===== src/rtl/shift_sequencer.sv =====
// Multi-cycle controller for the MIC-1 shifter: repeats single-step SLL8/SRA1
// operations through an external combinational shifter to build N-step shifts.
module shift_sequencer #(
  parameter int unsigned DATA_W  = 32,
  parameter int unsigned CNT_W   = 5,
  parameter int unsigned SLL_MAX = 4
) (
  input  logic              CLK,
  input  logic              RST,
  input  logic              START,
  input  logic              OP,
  input  logic [CNT_W-1:0]  COUNT,
  input  logic [DATA_W-1:0] DATA_IN,
  output logic [DATA_W-1:0] SH_OPND,
  output logic [1:0]        SET,
  input  logic [DATA_W-1:0] SH_RES,
  output logic              BUSY,
  output logic              DONE,
  output logic [DATA_W-1:0] RESULT
);

  typedef enum logic [1:0] {
    S_IDLE,
    S_RUN,
    S_DONE
  } state_t;

  localparam logic [CNT_W-1:0] SLL_SAT = CNT_W'(SLL_MAX);
  localparam logic [CNT_W-1:0] CNT_ONE = CNT_W'(1);

  state_t            state;
  state_t            state_nxt;
  logic [DATA_W-1:0] acc;
  logic [CNT_W-1:0]  cnt;
  logic              op_q;
  logic [CNT_W-1:0]  n_eff;
  logic              accept;

  // SLL8 beyond SLL_MAX steps would only shift in more zeros, so clamp the step count.
  always_comb begin
    n_eff = COUNT;
    if (!OP && (COUNT > SLL_SAT)) begin
      n_eff = SLL_SAT;
    end
  end

  assign accept = START && (state != S_RUN);

  always_ff @(posedge CLK) begin
    if (RST) begin
      state <= S_IDLE;
    end else begin
      state <= state_nxt;
    end
  end

  always_ff @(posedge CLK) begin
    if (RST) begin
      acc  <= '0;
      cnt  <= '0;
      op_q <= 1'b0;
    end else if (state == S_RUN) begin
      acc <= SH_RES;
      cnt <= cnt - CNT_ONE;
    end else if (accept) begin
      acc  <= DATA_IN;
      cnt  <= n_eff;
      op_q <= OP;
    end
  end

  always_comb begin
    state_nxt = state;
    case (state)
      S_IDLE, S_DONE: begin
        if (START) begin
          state_nxt = (n_eff != '0) ? S_RUN : S_DONE;
        end else begin
          state_nxt = S_IDLE;
        end
      end
      S_RUN: begin
        if (cnt == CNT_ONE) begin
          state_nxt = S_DONE;
        end
      end
      default: state_nxt = S_IDLE;
    endcase
  end

  always_comb begin
    SET  = 2'b00;
    BUSY = 1'b0;
    DONE = 1'b0;
    case (state)
      S_RUN: begin
        SET  = op_q ? 2'b10 : 2'b01;
        BUSY = 1'b1;
      end
      S_DONE: DONE = 1'b1;
      default: ;
    endcase
  end

  assign SH_OPND = acc;
  assign RESULT  = acc;

endmodule


===== config.mk =====
export PLATFORM = sky130hd
export DESIGN_NAME = shift_sequencer
export DESIGN_NICKNAME = d
export VERILOG_FILES = /design/src/rtl/shift_sequencer.sv
export SDC_FILE = /design/constraint.sdc
export NUM_CORES = 1
export LEC_CHECK = 0
export BUFFER_PORTS_ARGS = -buffer_cell sky130_fd_sc_hd__clkbuf_2
export CORE_UTILIZATION = 25
export DETAILED_ROUTE_END_ITERATION = 7
export SYNTH_ARGS = -nofsm -noshare
export SYNTH_HDL_FRONTEND = slang
export SYNTH_SLANG_ARGS = --single-unit

===== constraint.sdc =====
create_clock -name CLK -period 1.5 [get_ports CLK]
set_input_delay 0.075 -clock CLK [delete_from_list [all_inputs] [get_ports CLK]]
set_output_delay 0.075 -clock CLK [all_outputs]
set_load 0.03 [all_outputs]

### After elaboration in Yosys (flattened, before gate mapping)

Index checks and enable logic that the tools add are counted.
Widths: inputs -> output; s select.

* flip-flop bits (word level): 40
* input bits: 73
* output and inout bits: 68
* logic and storage cells: 33

* add/sub/neg operators: 1
* $lt $le $gt $ge: 1
* equality and inequality tests: 5
* multiplexer cells: 13
* bitwise gates (word level): 1
* reduce and logical (&&, ||, !) cells: 8

Operators by type and width (count)
* $mux 32: 2
* $mux 5: 3
* $mux 2: 5
* $eq 5x1->1 const B: 1
* $gt 5x3->1 const B: 1
* $reduce_bool 5->1: 1
* $sub 5x1->5 const B: 1
* $ne 2x1->1 const B: 2
* $pmux 2 s2: 1
* $eq 2x1->1 const B: 1
* $eq 2x2->1 const B: 1
* $logic_and 1x1->1: 2
* $logic_not 2->1: 1
* $mux 1: 2
* $reduce_and 2->1: 1
* $reduce_bool 2->1: 1
* $reduce_or 2->1: 1
* $logic_not 1->1: 1
* $not 1->1: 1

### Depth between registers and ports, before layout

* word-level depth: 7
* mapped depth: 5
* depth with buffers taken out: 5

### Worst setup path after synthesis

OpenSTA, ideal clock, no wires.

* kind: register -> output
* start: register state[1]
* end: output port SET[0]
* arrival: 1.233 ns
* data required time: 1.425 ns
* setup slack: 0.192 ns
* cell stages (with the launch flop): 5
* path buffers: 2
* cells stage by stage: dfxtp_1 -> nand2b_1 -> buf_4 -> buf_2 -> nor2_1

* longest elaborated chain between the ends: 2

Ends and longest elaborated chain
* start: declaration: line 31 `state_t state;`
* start signal: assignment: line 53 `state <= state_nxt;`
* $eq 2x1->1: line 95 `case (state)`
* $mux 2: line 95
* end: declaration: line 15 `output logic [1:0] SET,`

Every way passes these cells.

### Worst setup path after layout

* start: register state[1]
* end: output port SET[1]

Same word-level chain as after synthesis.

==> results.ini <==
[outcome]
outcome = completed

[floorplanning]
io_pins = 141
die_area_um2 = 9040
rows = 33
coreArea_um2 = 8300
start_util_pct = 26.1
die_y_um = 95.1
die_w_um = 95.1

[logic_synthesis]
ys_top_cells_by_count = dfxtp_1 (40), nor2_1 (35), buf_4 (34)
avgSynthCellArea_um2 = 9.18
synth.area.top_cells = dfxtp_1 (37%), mux2i_1 (15%), buf_4 (12%)
synth_ff_type = dfxtp_1
ys_seq_area_share_pct = 37.0
netlist_area_um2 = 2170
synth_enable_flop_cells = 0
syn_nets = 311
synth_top_area_cell = dfxtp_1
synth_most_common_cell = dfxtp_1
yosysTopAreaCellShare_pct = 37.0
async_reset_ff_share_pct = 0
synth-seq-cells = 40
synthCells = 236
ys_warn_count = 0
synth_cell_types = 33

[route]
drt_wl_total_um = 5430
vias = 2013
wl_per_cell_um = 12.2
drtPass1Iterations = 4
avgViaCountPerCell = 4.52
drc = 0
ant_nets = 0
drt_iter0_drc = 60

[global_routing]
grt.total_usage_pct = 11.6
grt_pass1_vias = 1741
grt_pass1_wl_um = 8040
grt_max_degree = 37
grt-ovfl-total = 0
grt_antenna_before_repair = 0

[place]
dp_hpwl_um = 4150
port-buffer-count = 140
preCtsSetupSlack_ns = 0.139
gp_congestion = 0.787

[sta]
slew_viol_final = 0
min_period_ns = 1.36
fmax_ghz = 0.735
hold_viol = 0
fin_crit_sh_pct = 90.7
worst_slew_pin_slew_ns = 0.363
fin_ws_ns = 0.140
finalSetupTns_ns = 0
grt_setup_unrepaired = no
whs_ns = 0.0454
slew_headroom_pct = 75.1
skew_ns = 0.00563
setup_viol = 0

[power_and_ir_drop]
clockPowerShare_pct = 30.5
ir_worst_vdd_v = 0.000411
sequentialPowerShare_pct = 37.8
powerDensity_nw_per_um2 = 1180
switchingPower_mw = 1.17
intPower_mw = 2.20
leakagePower_nw = 1.44
swShare_pct = 34.8
combPwrFrac_pct = 31.7

[clock_network]
cts_max_path_buffers = 2
cts_buffers = 5
clk_latency_ns = 0.29
cts_tree = built
path_clk_slew_ns = 0.08
hold_buffers = 0
cts.sinks = 40
cts_root_buffer = clkbuf_8
cts_setup_buffers = 0
htreeDepth = 2

[setup_path]
crit_fanout = 8
critical_path.endpoint = SET[1]
r2r_end = RESULT[9]
worst_path_largest_cell_delay_ns = 0.39
crit_required_ns = 1.42
cp_top_family = flip-flops
cp-start-kind = flop
r2r_cells = 4
cp.buffers_inverters = 2
cp-startpoint = state[1]
r2r_start = state[1]
path_cells = nand2b_4 > inv_4 > and2_1 > clkbuf_4
r2r_slack_ns = 0.16
arrival_ns = 1.28
crit_slowest_cell = dfxtp_1
end_kind = primary output
crit_type = flop to primary output
path_depth = 4

[final_layout]
diodes = 0
areaGrowthSynthToFinish_pct = 31.8
nets = 415
num-fill-cells = 891
drive_gt1_share_pct = 47.1

[run]
maxCapViolations = 0

[hold_path]
hp-class = input port to flop

## worst min-delay path by stage
stage | startpoint | end | slack [ns] | cells after the start
floorplan | OP | op_q | 0.22 | 2
global placement | SH_RES[12] | RESULT[12] | 0.35 | 3
detailed placement | SH_RES[2] | RESULT[2] | 0.35 | 3
CTS | SH_RES[11] | RESULT[11] | 0.03 | 3
global route | SH_RES[22] | RESULT[22] | 0.03 | 3
finish | SH_RES[6] | RESULT[6] | 0.05 | 3
## through the flow
step | util (%) | power (mW) | instances | area [um^2]
4_1_cts | 34.3 | 3.42 | 445 | 2840
3_5_place_dp | 32.7 | 2.37 | 438 | 2710
2_1_floorplan | - | 2.14 | 236 | 2170
5_1_grt | 34.4 | 3.57 | 445 | 2850
6_report | 34.4 | 3.37 | 445 | 2850
3_3_place_gp | 32.7 | 2.36 | 438 | 2710
## cell type report
type                            instances  area, um^2  share of cell area, %
Multi-Input combinational cell        141        1010                   35.2
Timing Repair Buffer                  146         761                   26.7
Inverter                                6        25.0                  0.877
Clock inverter                          2        60.1                   2.10
Tap cell                              105         131                   4.60
Clock buffer                            5        68.8                   2.41
Sequential cell                        40         802                   28.1
## routing by layer
metal	GRT usage, %	up-vias	part of all wire (%)
li1	-	1026	-
met1	13.5	890	43
met2	19.9	92	48
met3	3.75	5	7.7
met4	3.79	0	1.1
met5	0	-	0
## cell families after synthesis
kind of cell               synth area share (%)
DFF                                        37.0
muxes                                      15.8
adders and majority gates                  1.16
buffers and inverters                      16.9
AOI/OAI and AO/OA                          17.1
and+or+nand+nor                            12.1
## sequential cells by signal, indices dropped and copies added (netlist names)
register / cells
RESULT: 32
cnt: 5
state: 2
op_q: 1
## cells in the final DEF, fill, tap and decap left out, types with 4 or more instances in the layout
master | Yosys | final
nor2_1 | 35 | 35
mux2i_1 | 33 | 33
clkbuf_8 | 0 | 5
a31oi_1 | 4 | 4
a211oi_1 | 32 | 32
buf_4 | 34 | 5
inv_1 | 6 | 5
dfxtp_1 | 40 | 39
clkbuf_2 | 0 | 139
nand3_1 | 5 | 5
## power groups by stage
| stage | combinational (mW) | clock [mW] | sequential (mW) |
|---|---|---|---|
| 6_report | 1.07 | 1.03 | 1.27 |
| 3_3_place_gp | 1.07 | 0 | 1.29 |
| 3_5_place_dp | 1.07 | 0 | 1.30 |
| 4_1_cts | 1.07 | 1.07 | 1.27 |
| 5_1_grt | 1.16 | 1.12 | 1.29 |
| 2_1_floorplan | 0.679 | 0 | 1.46 |
## worst reg2reg max path, stage by stage, from the launching register on
cell and delay (ns):
dfxtp_1 0.39, nand2b_4 0.20, buf_4 0.34, nor2_1 0.08
a211oi_1 0.24
## repair_timing
action                     4_1_cts  5_1_grt
gates resized for setup          1        5
setup endpoints to repair        1        1
pin swaps                        0        0
(Power assumes the default switching activity.)
